### config.mk
export PLATFORM = sky130hd
export DESIGN_NAME = ip_seq_unit
export DESIGN_NICKNAME = d
export VERILOG_FILES = /design/src/rtl/ip_seq_pkg.sv /design/src/rtl/ip_ret_stack.sv /design/src/rtl/ip_seq_unit.sv
export SDC_FILE = /design/constraint.sdc
export NUM_CORES = 1
export LEC_CHECK = 0
export CAP_MARGIN = 10
export CORE_ASPECT_RATIO = 0.75
export CORE_MARGIN = 1.5
export CORE_UTILIZATION = 40
export CTS_CLUSTER_SIZE = 40
export DETAILED_ROUTE_END_ITERATION = 8
export MAX_ROUTING_LAYER = met4
export SLEW_MARGIN = 25
export SYNTH_ARGS = -nofsm -noshare
export SYNTH_HDL_FRONTEND = slang
export SYNTH_SLANG_ARGS = --single-unit
### constraint.sdc
create_clock -name CLK -period 7.1 [get_ports CLK]
set_clock_uncertainty 0.15 [all_clocks]
set_input_delay 1.42 -clock CLK [delete_from_list [all_inputs] [get_ports CLK]]
set_output_delay 1.42 -clock CLK [all_outputs]
set_load 0.005 [all_outputs]
### src/rtl/ip_seq_pkg.sv
// Shared operation encodings for the instruction-pointer sequencer and its decoder.
package ip_seq_pkg;

  typedef enum logic [2:0] {
    IP_HOLD   = 3'b000,
    IP_INC    = 3'b001,
    IP_LOAD   = 3'b010,
    IP_BRANCH = 3'b011,
    IP_CALL   = 3'b100,
    IP_RET    = 3'b101
  } ip_op_e;

endpackage

### src/rtl/ip_ret_stack.sv
// Return-address LIFO: shift-register stack, top entry always at mem[0], writes visible next cycle.
// Full pushes and empty pops are dropped; occupancy flags decode straight from the level register.
module ip_ret_stack #(
  parameter int W     = 16,
  parameter int DEPTH = 8
) (
  input  logic                       CLK,
  input  logic                       RST,
  input  logic                       PUSH,
  input  logic                       POP,
  input  logic [W-1:0]               DIN,
  output logic [W-1:0]               TOP,
  output logic [$clog2(DEPTH+1)-1:0] LEVEL,
  output logic                       FULL,
  output logic                       EMPTY
);

  localparam int LW = $clog2(DEPTH+1);

  logic [W-1:0]  mem [DEPTH];
  logic [LW-1:0] lvl;
  logic          do_push;
  logic          do_pop;

  assign do_push = PUSH && !FULL;
  assign do_pop  = POP && !EMPTY;

  // Shifting keeps the top at a fixed slot, so no level-indexed read mux is needed.
  always_ff @(posedge CLK or posedge RST) begin
    if (RST) begin
      for (int i = 0; i < DEPTH; i++) mem[i] <= '0;
      lvl <= '0;
    end else if (do_push) begin
      mem[0] <= DIN;
      for (int i = 1; i < DEPTH; i++) mem[i] <= mem[i-1];
      lvl <= lvl + 1'b1;
    end else if (do_pop) begin
      for (int i = 0; i < DEPTH-1; i++) mem[i] <= mem[i+1];
      mem[DEPTH-1] <= '0;
      lvl <= lvl - 1'b1;
    end
  end

  assign LEVEL = lvl;
  assign FULL  = (lvl == LW'(DEPTH));
  assign EMPTY = (lvl == '0);
  assign TOP   = EMPTY ? '0 : mem[0];

endmodule

### src/rtl/ip_seq_unit.sv
// Instruction-pointer sequencer (INC/LOAD/BRANCH/CALL/RET), 1-cycle OP->Q; ENA=0 freezes all state.
// IP_TRAP_EN: stack overflow/underflow redirects Q to TRAP_VEC instead of D / Q+STEP.
module ip_seq_unit
  import ip_seq_pkg::*;
#(
  parameter int          W        = 16,
  parameter int          STEP     = 1,
  parameter int          DEPTH    = 8,
  parameter logic [63:0] RST_VEC  = 64'h0,
  parameter logic [63:0] TRAP_VEC = 64'hFFF0
) (
  input  logic                       CLK,
  input  logic                       RST,
  input  logic                       ENA,
  input  logic [2:0]                 OP,
  input  logic [W-1:0]               D,
  output logic [W-1:0]               Q,
  output logic [W-1:0]               RA,
  output logic [$clog2(DEPTH+1)-1:0] LEVEL,
  output logic                       FULL,
  output logic                       EMPTY,
  output logic                       ERR
);

  logic [W-1:0] q_inc;
  logic [W-1:0] q_nxt;
  logic         err_nxt;
  logic         push;
  logic         pop;

  assign q_inc = Q + W'(STEP);

  ip_ret_stack #(.W(W), .DEPTH(DEPTH)) u_stack (
    .CLK   (CLK),
    .RST   (RST),
    .PUSH  (push),
    .POP   (pop),
    .DIN   (q_inc),
    .TOP   (RA),
    .LEVEL (LEVEL),
    .FULL  (FULL),
    .EMPTY (EMPTY)
  );

  always_comb begin
    q_nxt   = Q;
    err_nxt = ERR;
    push    = 1'b0;
    pop     = 1'b0;
    if (ENA) begin
      case (OP)
        IP_INC:    q_nxt = q_inc;
        IP_LOAD:   q_nxt = D;
        IP_BRANCH: q_nxt = Q + D;
        IP_CALL: begin
          if (FULL) begin
            err_nxt = 1'b1;
`ifdef IP_TRAP_EN
            q_nxt   = W'(TRAP_VEC);
`else
            q_nxt   = D;
`endif
          end else begin
            push  = 1'b1;
            q_nxt = D;
          end
        end
        IP_RET: begin
          if (EMPTY) begin
            err_nxt = 1'b1;
`ifdef IP_TRAP_EN
            q_nxt   = W'(TRAP_VEC);
`else
            q_nxt   = q_inc;
`endif
          end else begin
            pop   = 1'b1;
            q_nxt = RA;
          end
        end
        default: q_nxt = Q;  // HOLD and reserved codes
      endcase
    end
  end

  always_ff @(posedge CLK or posedge RST) begin
    if (RST) begin
      Q   <= W'(RST_VEC);
      ERR <= 1'b0;
    end else begin
      Q   <= q_nxt;
      ERR <= err_nxt;
    end
  end

endmodule

# Yosys cells after proc, flatten, opt, wreduce, memory -nomap -nowiden
# Index checks and enable logic that the tools add are counted.
op_classes:
  add_sub_neg: 4
  n_mul: 0
  n_div: 0
  magnitude_cmp: 0
  n_eq_ne: 8
  shifts: 0
  n_mux: 16
  bitwise: 0
  n_reduce_logical: 11
ops:
  columns: ["cell", "count"]
  rows:
  - ["$mux W128", 2]
  - ["$pmux W16 S4", 1]
  - ["$mux W16", 2]
  - ["$add A16 B1 Y16 const B", 1]
  - ["$add A16 B16 Y16", 1]
  - ["$mux W1", 8]
  - ["$mux W4", 2]
  - ["$eq A3 B2 Y1 const B", 2]
  - ["$eq A3 B3 Y1 const B", 2]
  - ["$add A4 B1 Y4 const B", 1]
  - ["$eq A4 B4 Y1 const B", 1]
  - ["$logic_not A4 Y1", 1]
  - ["$ne A2 B1 Y1 const B", 2]
  - ["$reduce_and A4 Y1", 1]
  - ["$reduce_bool A2 Y1", 2]
  - ["$reduce_bool A4 Y1", 1]
  - ["$sub A4 B1 Y4 const B", 1]
  - ["$eq A3 B1 Y1 const B", 1]
  - ["$logic_and A1 B1 Y1", 2]
  - ["$logic_not A1 Y1", 2]
  - ["$pmux W1 S2", 1]
  - ["$reduce_and A2 Y1", 1]
  - ["$reduce_or A2 Y1", 1]
word_totals:
  regBits: 149
  latch_bits: 0
  ramBits: 0
  romBits: 0
  inputBits: 22
  word_cells: 50
  memories: 0

# Depth between registers and ports, before layout
# Gate-level depths: netlist of the first run.
logic_depth:
  word_depth: 7
  depth_mapped: 12
  ltp_nobuf: 10

# By module
# Synthesis of the first run repeated with hierarchy kept, for this count alone.
unflattened:
  hier_cells: 807
  area_unflattened_um2: 7940.1
modules_own_cells:
  columns: ["mod", "n_inst", "cells_each", "area_per_inst_um2"]
  rows:
  - ["ip_ret_stack", 1, 495, 5592.9]
  - ["ip_seq_unit", 1, 312, 2347.3]

# Worst setup path after synthesis of the first run
# OpenSTA, ideal clock, no wires.
synth_path:
  kind: "input -> register"
  startpoint: "in OP[1]"
  endpoint: "reg u_stack.lvl[3], in the netlist u_stack.LEVEL[3]"
  setup_ps: 80
  arrival_ps: 3485
  required_ps: 6870
  path_slack_ps: 3385
  cell_stages: 12
  path_buffers: 2
  cell_sequence: "clkbuf_1 and2b_1 nand2_1 nor3_4 inv_2 clkbuf_1 ha_1 a21o_1 a21oi_1 nor2_1 a21oi_1 xnor2_1"
synth_via:
  elab_chain_len: 5
  word_cells_on_any_way: 10
  cone_classes: "eq/ne (2); mux (5); reduce/logical (3)"
synth_rtl:
  columns: ["element", "line", "text"]
  rows:
  - ["from (decl)", "ip_seq_unit.sv:15", "input logic [2:0] OP,"]
  - ["$eq A3 B3 Y1", "ip_seq_unit.sv:51", "case (OP)"]
  - ["$mux W1", "ip_seq_unit.sv:51", null]
  - ["$mux W1", "ip_seq_unit.sv:50", "if (ENA) begin"]
  - ["$logic_and A1 B1 Y1 (on tied branches)", "ip_ret_stack.sv:25, ip_ret_stack.sv:26", null]
  - ["$mux W4 / $reduce_bool A2 Y1 (equally long branches)", null, null]
  - ["to (signal assigned)", "ip_ret_stack.sv:36", "lvl <= lvl + 1'b1;"]
  - ["to (signal assigned)", "ip_ret_stack.sv:40", "lvl <= lvl - 1'b1;"]
  - ["to (decl)", "ip_ret_stack.sv:21", "logic [LW-1:0] lvl;"]
# Several ways; a longest one is shown, not always the timed one.
# A chain may end at the register's enable or synchronous reset.

# Worst setup path after layout of the first run
layout_path:
  startpoint: "in OP[2]"
  endpoint: "reg u_stack.mem[126] (netlist name)"
layout_via:
  elab_chain_len: 5
  word_cells_on_any_way: 10
  cone_classes: "eq/ne (2); mux (5); reduce/logical (3)"
layout_rtl:
  columns: ["element", "line", "text"]
  rows:
  - ["$eq A3 B3 Y1", "ip_seq_unit.sv:51", null]
  - ["$mux W1", "ip_seq_unit.sv:51", null]
  - ["$mux W1", "ip_seq_unit.sv:50", null]
  - ["$logic_and A1 B1 Y1 (on tied branches)", "ip_ret_stack.sv:25, ip_ret_stack.sv:26", null]
  - ["$mux W128 / $reduce_bool A2 Y1 (equally long branches)", null, null]
  - ["to (decl)", "ip_ret_stack.sv:20", "logic [W-1:0] mem [DEPTH];"]
# Several ways; a longest one is shown, not always the timed one.

==> results of run 1 <==
## metal layers
| metal | routed length [um] | up-vias | part of all wire (%) | global-route usage, % |
|---|---|---|---|---|
| li1 | - | 3147 | - | - |
| met1 | 10310 | 3227 | 50 | 30.83 |
| met5 | 0 | - | 0 | - |
| met2 | 8433 | 206 | 41 | 27.48 |
| met4 | 144 | 0 | 0.70 | 5.087 |
| met3 | 1600 | 12 | 7.8 | 5.666 |
## final cells by class
type / instances / area (um2)
clock buffers: 19 / 442.9
well taps: 253 / 316.6
flip-flops and latches: 149 / 3729
fillers: 1801 / 10220
repair buffers: 70 / 675.6
clock inverters: 13 / 137.6
inverters: 9 / 38.79
multi-input cells: 639 / 3875
## power by group through the flow
stage               Combinational, mW  Clock [mW]  Sequential (mW)
floorplan                       0.587           0             1.22
global placement                0.889           0             1.30
detailed placement              0.899           0             1.30
CTS                             0.904       0.914             1.29
global route                     1.01       0.946             1.32
finish                          0.904       0.893             1.29
## logic make-up after synthesis
kind of cell,synth area share (%)
fa+ha+maj,3.322
flops,46.70
xor+xnor,3.072
compound gates,22.14
mux,2.319
buf+inv,4.796
simple gates,17.65
## state kept, by name (all words and copies together), names as in the netlist
| register | flops |
|---|---|
| u_stack.LEVEL | 4 |
| Q | 16 |
| ERR | 1 |
| u_stack.mem | 128 |
## worst paths after layout
| kind | startpoint | end | slack (ns) | depth (start not counted) |
|---|---|---|---|---|
| max | OP[2] | u_stack.mem[126] | 2.53 | 9 |
| min | ERR | ERR | 0.32 | 1 |
| max reg2reg | u_stack.LEVEL[0] | u_stack.LEVEL[1] | 3.14 | 8 |
| min reg2reg | ERR | ERR | 0.32 | 1 |
| max in group asynchronous | RST | u_stack.mem[35] | 4.28 | 3 |
| min in group asynchronous | RST | u_stack.mem[15] | 1.25 | 2 |
## placed cells by master (no fill, tap or decap), drive strengths merged, types with 3 or more instances in the layout
| cell type | netlist | routed |
|---|---|---|
| and3 | 7 | 7 |
| clkinv | 0 | 3 |
| nor3 | 10 | 10 |
| clkdlybuf4s50 | 0 | 60 |
| o22a | 3 | 3 |
| o22ai | 6 | 6 |
| xnor2 | 17 | 17 |
| nand2b | 4 | 4 |
| a41oi | 3 | 3 |
| nand3 | 16 | 16 |
| ha | 18 | 18 |
| a211oi | 7 | 7 |
| nand4 | 7 | 7 |
| mux2i | 14 | 14 |
| a21boi | 3 | 3 |
| a221oi | 5 | 5 |
| o211ai | 5 | 5 |
| or3 | 3 | 3 |
| xor2 | 11 | 11 |
| nor2 | 32 | 32 |
| a221o | 8 | 8 |
| a31oi | 5 | 5 |
| o21ai | 39 | 39 |
| nand2 | 217 | 217 |
| a22o | 16 | 16 |
| inv | 9 | 16 |
| a21oi | 31 | 31 |
| mux2 | 4 | 4 |
| dfrtp | 149 | 149 |
| and2 | 18 | 18 |
| a22oi | 94 | 94 |
| a21o | 5 | 5 |
| buf | 30 | 10 |
| clkbuf | 28 | 19 |
## per-stage QoR
step           setup WS, ns  util (%)  hold WS, ns
6_report              2.532     47.42       0.3210
5_1_grt               2.288     47.42       0.3458
4_1_cts               2.563     47.42       0.3238
3_5_place_dp          2.136     44.43       0.3084
3_3_place_gp          2.198     44.43       0.3062
2_1_floorplan         1.522         -       0.3102
## synth_stat cells, types with 14 or more instances
library cell	n	share of area, %
sky130_fd_sc_hd__ha_1	18	2.8
sky130_fd_sc_hd__o21ai_0	36	2.3
sky130_fd_sc_hd__a22o_1	16	1.8
sky130_fd_sc_hd__xnor2_1	17	1.9
sky130_fd_sc_hd__nand2_1	217	10
sky130_fd_sc_hd__mux2i_1	14	1.8
sky130_fd_sc_hd__a22oi_1	94	8.8
sky130_fd_sc_hd__clkbuf_1	27	1.3
sky130_fd_sc_hd__dfrtp_1	149	47
sky130_fd_sc_hd__nand3_1	16	1.0
sky130_fd_sc_hd__a21oi_1	31	1.9
sky130_fd_sc_hd__and2_1	17	1.3
sky130_fd_sc_hd__nor2_1	30	1.4
==> results.md, run 1 <==
| Quantity | Value |
|---|---|
| Run status | finished, final reports clean |
| Drt wl/cell | 17.78 um |
| Count of maximum capacitance violations | 0 |
| Cell type with the highest occurrence count on the critical path | sky130_fd_sc_hd__buf_4 |
| Overflow left after global routing | 0 |
| Fraction of the cycle the final worst path needs | 64.34% |
| Post-CTS Repair Setup Buffers | 0 |
| Setup Total Neg Slack | 0 ns |
| Post-synthesis cell area | 0.007984 mm2 |
| Synthesis warning total | 0 |
| Setup repair after global routing missed its margin | false |
| Startpoint-to-endpoint class of the critical path | input pin to flop |
| Per-cell via count in the routed design | 5.722 |
| Last weighted congestion value of the routability-driven placer | 0.8863 |
| Quantity of gates resized following cts | 0 |
| Port buffer count | 60 |
| Internal cell power | 1.998 mW |
| Leakage power | 4.217 nW |
| Number of buffers created by CTS | 17 |
| Number of global-route vias before repair | 6317 |
| Count of clock tree sinks | 149 |
| Initial drt markers | 473 |
| Transition time at the pin with the least slew margin | 0.8535 ns |
| Number of slew-limit violations in the final report | 0 |
| Syn Inst Count | 855 |
| Via count | 6592 |
| Final min period | 4.568 ns |
| Buffer cell driving the clock tree root | sky130_fd_sc_hd__clkbuf_16 |
| Sequential cell area fraction in the yosys report | 46.70% |
| CP Data Arrival Time | 4.70 ns |
| Area of all placed cells without fillers | 0.009215 mm2 |
| Share of flip-flops with an asynchronous set or reset after synthesis | 100.0% |
| Total global-route track usage | 20.74% |
| Number of flops mapped to enable cells by yosys | 0 |
| Type of destination of the critical path | flop |
| CP max stage delay | 0.68 ns |
| Maximum number of pins on one net before global-route repair | 85 |
| Dpl cell area | 0.008635 mm2 |
| Post-CTS Hold Fix Bufs | 0 |
| Total instance count after detailed placement | 1120 |
| Final Power | 3.088 mW |
| Count of TritonRoute iterations in the first routing pass | 7 |
| Reported net switching power | 1.090 mW |
| Die Span X | 166.1 um |
| Fraction of power spent switching nets | 35.30% |
| Final hold violation count | 0 |
| Final net count | 928 |
| Number of buffer and inverter stages on the critical path | 3 |
| Cell at the slowest stage of the critical path | sky130_fd_sc_hd__clkdlybuf4s50_1 |
| Initial Utilization | 41.08% |
| Sequential power share | 41.8% |
| Worst endpoint required time | 7.23 ns |
| Number of antenna violations at the first check in global routing | 0 |
| Die Y-Extent | 125.4 um |
| Io pins | 61 |
| Class of the tightest hold or removal check | flop to flop |
| DRC violations left | 0 |
| Max Fclk | 218.9 MHz |
| Die outline area | 0.02083 mm2 |
| Library cells used by synthesis | 67 |
| Worst supply voltage drop on vdd | 0.1825 mV |
| Power density over the cells | 335.1 mW/mm2 |
| # diodes | 0 |
| Final setup fails | 0 |
| Number of synthesized register bits | 149 |
| Core Footprint | 0.01943 mm2 |
| Relative slew slack | 43.10% |
| Skew-Pair Late Insertion Delay | 0.42 ns |
| Maximum fanout encountered on the critical timing path | 68 |
| Number of H-tree levels | 4 |
| Mean cell area of the mapped netlist | 9.338 um2 |
| Area growth, synth to finish | 15.42% |
| Cell family with the largest share of critical-path delay | simple AND/OR/NAND/NOR gates |
| Final Instance Count excl. Fillers | 1152 |
| Max Root-Sink Buffers | 2 |
| Part of the power in the clock network | 28.9% |
| Remaining antenna violation count after routing | 0 |
| Final Routed Wirelength | 20480 um |
| Type of element launching the critical path | input pin |
| Worst-path clk slew | 0.07 ns |
| Fraction of final layout cells with drive strength greater than 1 | 6.563% |
| Mapped Nets | 897 |
| Combinational power share | 29.3% |
| Most instantiated flip-flop cell in the synthesis netlist | sky130_fd_sc_hd__dfrtp_1 |
| Final HPWL DP | 13630 um |
| Critical-path cell list | clkdlybuf4s50_1 > nand3b_1 > nor2_2 > and2_4 > nor2_4 > buf_4 > buf_4 > a22oi_1 > o21ai_0 |
| Placement row count | 44 |
| Wire length of the first global-routing pass | 33710 um |
| Clock tree from TritonCTS | yes |
No activity file was read; power rests on OpenSTA's default activity.
==> run 2, diff against run 1 <==
- clock period: 7.1 -> 4.2 ns (I/O delays scaled with it)
==> run 2 against run 1 <==
  * Via count up 0.64%
  * Count of clock-buffer cells in the layout down 2
  * Critical path depth down 6
  * Die area unchanged
  * Total power up 72%
  * Register-to-register slack worse by 2.3 ns
  * Non-clock buffer count up 14
  * Flip-flop and latch count unchanged
  * First-iteration DRC count up 35%
  * Sequential share of layout area down 0.81 points
  * Sequential power up 68%
==> results.md, run 2 (synthesis results as in run 1) <==
| Quantity | Value |
|---|---|
| Max Fclk | 292.1 MHz |
| Final setup fails | 0 |
| Run status | finished, final reports clean |
| Worst-path clk slew | 0.07 ns |
| DRC violations left | 0 |
| Number of slew-limit violations in the final report | 0 |
| Post-CTS Hold Fix Bufs | 0 |
| Transition time at the pin with the least slew margin | 0.9353 ns |
| Number of global-route vias before repair | 6142 |
| Port buffer count | 60 |
| Class of the tightest hold or removal check | flop to flop |
| Clock tree from TritonCTS | yes |
| Start point of the critical path | u_stack.LEVEL[0] |
| Post-CTS Repair Setup Buffers | 0 |
| Maximum fanout encountered on the critical timing path | 20 |
| Setup repair after global routing missed its margin | false |
| Worst reg2reg startpoint | u_stack.LEVEL[0] |
| Reg2Reg Depth | 7 |
| Final Routed Wirelength | 20710 um |
| Power density over the cells | 566.4 mW/mm2 |
| Worst min-delay path endpoint | ERR |
| Number of H-tree levels | 4 |
| Initial Utilization | 41.08% |
| Count of clock tree sinks | 149 |
| Fraction of final layout cells with drive strength greater than 1 | 8.105% |
| Most common cell after layout, fill and taps aside | sky130_fd_sc_hd__nand2_1 |
| Skew-Pair Late Insertion Delay | 0.42 ns |
| Hold WS | 0.3297 ns |
| Quantity of gates resized following cts | 0 |
| Startpoint-to-endpoint class of the critical path | flop to output pin |
| Via count | 6634 |
| Core Footprint | 0.01943 mm2 |
| Final net count | 942 |
| Relative slew slack | 37.50% |
| Final Instance Count excl. Fillers | 1166 |
| Largest register FFs | 128 |
| Fraction of the cycle the final worst path needs | 81.50% |
| Die outline area | 0.02083 mm2 |
| Final hold violation count | 0 |
| Drt wl/cell | 17.77 um |
| Final HPWL DP | 14100 um |
| Per-cell via count in the routed design | 5.690 |
| Worst supply voltage drop on vdd | 0.3314 mV |
| Last weighted congestion value of the routability-driven placer | 0.9080 |
| Maximum number of pins on one net before global-route repair | 126 |
| Total global-route track usage | 20.73% |
| Cell depth of the worst min-delay path | 1 |
| Die Y-Extent | 125.4 um |
| Type of element launching the critical path | flop |
| Overflow left after global routing | 0 |
| Max Root-Sink Buffers | 2 |
| CP Data Arrival Time | 2.43 ns |
| Worst min-delay path startpoint | ERR |
| Type of destination of the critical path | output pin |
| Number of buffers created by CTS | 17 |
| Total instance count after detailed placement | 1133 |
| Setup Total Neg Slack | 0 ns |
| Number of antenna violations at the first check in global routing | 1 |
| Register-to-register path setup slack | 0.83 ns |
| Critical register-to-register path endpoint | u_stack.mem[8] |
| # diodes | 0 |
| Die Span X | 166.1 um |
| Io pins | 61 |
| Initial drt markers | 638 |
| Worst endpoint required time | 3.21 ns |
| Placement row count | 44 |
| Final min period | 3.423 ns |
| Final cell utilization of the core | 48.39% |
| Register bank with the most flops | u_stack.mem |
| Leakage power | 4.321 nW |
| Count of TritonRoute iterations in the first routing pass | 5 |
| Buffer cell driving the clock tree root | sky130_fd_sc_hd__clkbuf_16 |
| Area growth, synth to finish | 17.79% |
| Commonest cells after routing, fill and taps aside | 217 x sky130_fd_sc_hd__nand2_1, 149 x sky130_fd_sc_hd__dfrtp_1, 94 x sky130_fd_sc_hd__a22oi_1, 60 x sky130_fd_sc_hd__clkdlybuf4s50_1, 36 x sky130_fd_sc_hd__o21ai_0 |
| Remaining antenna violation count after routing | 0 |
| Wire length of the first global-routing pass | 33440 um |
| Count of maximum capacitance violations | 0 |
-- run 2: cell count changes in the layout (fill, tap and decap cells not counted) --
cell                         previous run  this run
sky130_fd_sc_hd__clkbuf_1               1         0
sky130_fd_sc_hd__inv_6                  6         2
sky130_fd_sc_hd__buf_12                 0         4
sky130_fd_sc_hd__clkinv_2               0         1
sky130_fd_sc_hd__buf_4                 10        20
sky130_fd_sc_hd__clkinvlp_4             2         1
sky130_fd_sc_hd__inv_8                  2         5
sky130_fd_sc_hd__clkinv_8               0         1
sky130_fd_sc_hd__clkbuf_8               1         0
sky130_fd_sc_hd__clkinv_4               3         4
sky130_fd_sc_hd__bufinv_16              1         2
-- run 2: power breakdown --
group / internal, mW / total [mW] / switching (mW)
logic: 0.773 / 1.57 / 0.795
registers: 1.77 / 2.17 / 0.398
clock network: 0.907 / 1.59 / 0.682
total: 3.45 / 5.33 / 1.88
-- run 2: layer usage --
layer  wire [um]  share of wire, %  track usage (%)
met3        1443               7.0            4.179
met1       10610                51            31.75
met5           0                 0                -
met4          92              0.44            4.875
met2        8568                41            27.57
-- run 2: area by class of cell --
cell class | count | area (um2)
clock inverter | 15 | 190.2
inverter | 9 | 37.54
timing repair buffer | 84 | 830.8
multi-input combinational | 639 | 3875
sequential | 149 | 3729
fill | 1826 | 10030
tap | 253 | 316.6
clock buffer | 17 | 425.4
-- run 2: stage by stage --
stage          total power, mW  cell area [um2]  worst slack [ns]
2_1_floorplan            3.049             7988             1.065
4_1_cts                  5.350             9384            0.7650
3_5_place_dp             3.735             8768            0.5576
3_3_place_gp             3.724             8768            0.5845
5_1_grt                  5.635             9404            0.5853
6_report                 5.326             9404            0.7770
-- run 2: worst max path at each step --
stage	end	slack, ns	depth (start not counted)
2_1_floorplan	u_stack.LEVEL[3]	1.06	12
3_3_place_gp	Q[14]	0.58	10
3_5_place_dp	Q[14]	0.56	10
4_1_cts	EMPTY	0.77	3
5_1_grt	u_stack.mem[25]	0.59	8
6_report	EMPTY	0.78	3
-- run 2: critical path, cell delays in order, from the launching register on --
cell,delay (ns)
sky130_fd_sc_hd__dfrtp_1,0.47
sky130_fd_sc_hd__or4_4,0.71
sky130_fd_sc_hd__inv_2,0.27
sky130_fd_sc_hd__clkdlybuf4s50_1,0.56
==> run 3, diff against run 2 <==
- clock period: 4.2 -> 3.2 ns (I/O delays scaled with it)
==> run 3 against run 2 <==
  * Register-to-register slack worse by 0.45 ns
  * Via count increased by 1.7%
  * Largest power group unchanged
  * Flip-flop and latch count stayed put
  * Sequential power rose by 31%
  * Worst hold slack hardly changed
  * Critical path depth unchanged
==> results.md, run 3 (synthesis results as in run 1) <==
| Quantity | Value |
|---|---|
| Max Fclk | 323.7 MHz |
| Final setup fails | 0 |
| Initial drt markers | 658 |
| Cell at the slowest stage of the critical path | sky130_fd_sc_hd__or4_4 |
| Reported net switching power | 2.448 mW |
| Area growth, synth to finish | 20.73% |
| DRC violations left | 0 |
| Startpoint-to-endpoint class of the critical path | flop to output pin |
| Fraction of final layout cells with drive strength greater than 1 | 11.30% |
| CP max stage delay | 0.71 ns |
| Per-cell via count in the routed design | 5.620 |
| CP Data Arrival Time | 2.30 ns |
| Final hold violation count | 0 |
| Reg2Reg Depth | 9 |
| Combinational power share | 31.5% |
| Count of clock tree sinks | 149 |
| Placement row count | 44 |
| Cell depth of the worst min-delay path | 1 |
| Overflow left after global routing | 0 |
| Register bank with the most flops | u_stack.mem |
| Clock tree from TritonCTS | yes |
| Drt wl/cell | 17.37 um |
| Final Routed Wirelength | 20850 um |
| Core Footprint | 0.01943 mm2 |
| Number of fillers in the final layout | 1827 |
| Transition time at the pin with the least slew margin | 0.7414 ns |
| Type of destination of the critical path | output pin |
| Max Root-Sink Buffers | 2 |
| Skew-Pair Late Insertion Delay | 0.41 ns |
| Internal cell power | 4.547 mW |
| Total global-route track usage | 20.94% |
| Run status | finished, final reports clean |
| Final min period | 3.089 ns |
| Class of the tightest hold or removal check | flop to flop |
| Remaining antenna violation count after routing | 0 |
| Count of maximum capacitance violations | 0 |
| Fraction of power spent switching nets | 34.99% |
| Power density over the cells | 725.6 mW/mm2 |
| Final HPWL DP | 14440 um |
| Via count | 6744 |
| Largest register FFs | 128 |
| Fraction of the cycle the final worst path needs | 96.55% |
| # diodes | 0 |
| Wire length of the first global-routing pass | 34150 um |
| Die Span X | 166.1 um |
| Maximum fanout encountered on the critical timing path | 20 |
| Worst supply voltage drop on vdd | 0.4829 mV |
| Sequential power share | 40.6% |
| Most common cell after layout, fill and taps aside | sky130_fd_sc_hd__nand2_1 |
| Die Y-Extent | 125.4 um |
| Leakage power | 4.468 nW |
| Buffer cell driving the clock tree root | sky130_fd_sc_hd__clkbuf_16 |
| Worst-path clk slew | 0.07 ns |
| Number of antenna violations at the first check in global routing | 0 |
| Type of element launching the critical path | flop |
| Maximum number of pins on one net before global-route repair | 96 |
| Last weighted congestion value of the routability-driven placer | 0.8828 |
| Post-CTS Hold Fix Bufs | 0 |
| Relative slew slack | 50.12% |
| Number of buffers created by CTS | 17 |
| Number of slew-limit violations in the final report | 0 |
| Count of TritonRoute iterations in the first routing pass | 5 |
| Port buffer count | 60 |
| Number of global-route vias before repair | 6428 |
| Hold WS | 0.3296 ns |
| Initial Utilization | 41.08% |
| Final Power | 6.994 mW |
| PnR worst setup slack | 0.1105 ns |
| Io pins | 61 |
| Quantity of gates resized following cts | 0 |
| Final net count | 976 |
| Setup repair after global routing missed its margin | false |
| Final cell utilization of the core | 49.60% |
| Post-CTS Repair Setup Buffers | 0 |
| Part of the power in the clock network | 27.9% |
| Die outline area | 0.02083 mm2 |
| Setup Total Neg Slack | 0 ns |
| Number of H-tree levels | 4 |
| Commonest cells after routing, fill and taps aside | 217 x sky130_fd_sc_hd__nand2_1, 149 x sky130_fd_sc_hd__dfrtp_1, 94 x sky130_fd_sc_hd__a22oi_1, 60 x sky130_fd_sc_hd__clkdlybuf4s50_1, 52 x sky130_fd_sc_hd__buf_4 |
| Worst endpoint required time | 2.41 ns |
| Critical-path cell list | or4_4 > and2_1 > clkdlybuf4s50_1 |
| Placement Setup Slack | -0.1875 ns |
## run 3: changes by cell type in the layout (fill, tap and decap cells not counted), sizes merged
cell / before / now
buf: 24 / 58
clkinv: 6 / 3
clkinvlp: 1 / 4
bufinv: 2 / 1
clkbuf: 17 / 18
## run 3: path summary, 6_finish.rpt
kind | startpoint | to | slack [ns]
hold reg to reg | ERR | ERR | 0.33
min in group asynchronous | RST | Q[11] | 0.42
setup reg to reg | Q[0] | Q[14] | 0.38
hold / removal | ERR | ERR | 0.33
setup / recovery | u_stack.LEVEL[0] | RA[11] | 0.11
max in group asynchronous | RST | u_stack.mem[8] | 1.83
## run 3: per-layer routing
layer / global-route usage [%] / vias to the layer above / share of wire, %
met5: - / - / 0
met4: 5.140 / 0 / 0.69
met3: 5.540 / 9 / 7.3
met2: 27.65 / 193 / 41
met1: 31.32 / 3302 / 51
li1: - / 3240 / -
## run 3: critical path: cells and delay by family (launching register included)
family	cells	cell delay, ns
AND/OR/NAND/NOR	2	0.97
flip-flops	1	0.46
buffers and inverters	1	0.46
## run 3: through the flow
stage	instance area, um2	cells
floorplan	7988	855
global placement	9069	1168
detailed placement	9069	1168
CTS	9639	1200
global route	9639	1200
finish	9639	1200
## run 3: power by group through the flow
stage                     clock network (mW)  registers, mW  logic (mW)
after global placement                     0           2.86        2.16
after detailed placement                   0           2.86        2.18
final                                   1.95           2.84        2.20
after CTS                               1.99           2.84        2.20
after floorplan                            0           2.70        1.30
after global routing                    2.07           2.91        2.43
## run 3: cell type report
cell class / count / area [um2] / area share, %
Inverter: 9 / 37.54 / 0.3894
Clock buffer: 18 / 429.2 / 4.452
Clock inverter: 14 / 141.4 / 1.467
Sequential cell: 149 / 3729 / 38.68
Timing Repair Buffer: 118 / 1111 / 11.53
Tap cell: 253 / 316.6 / 3.284
Multi-Input combinational cell: 639 / 3875 / 40.20
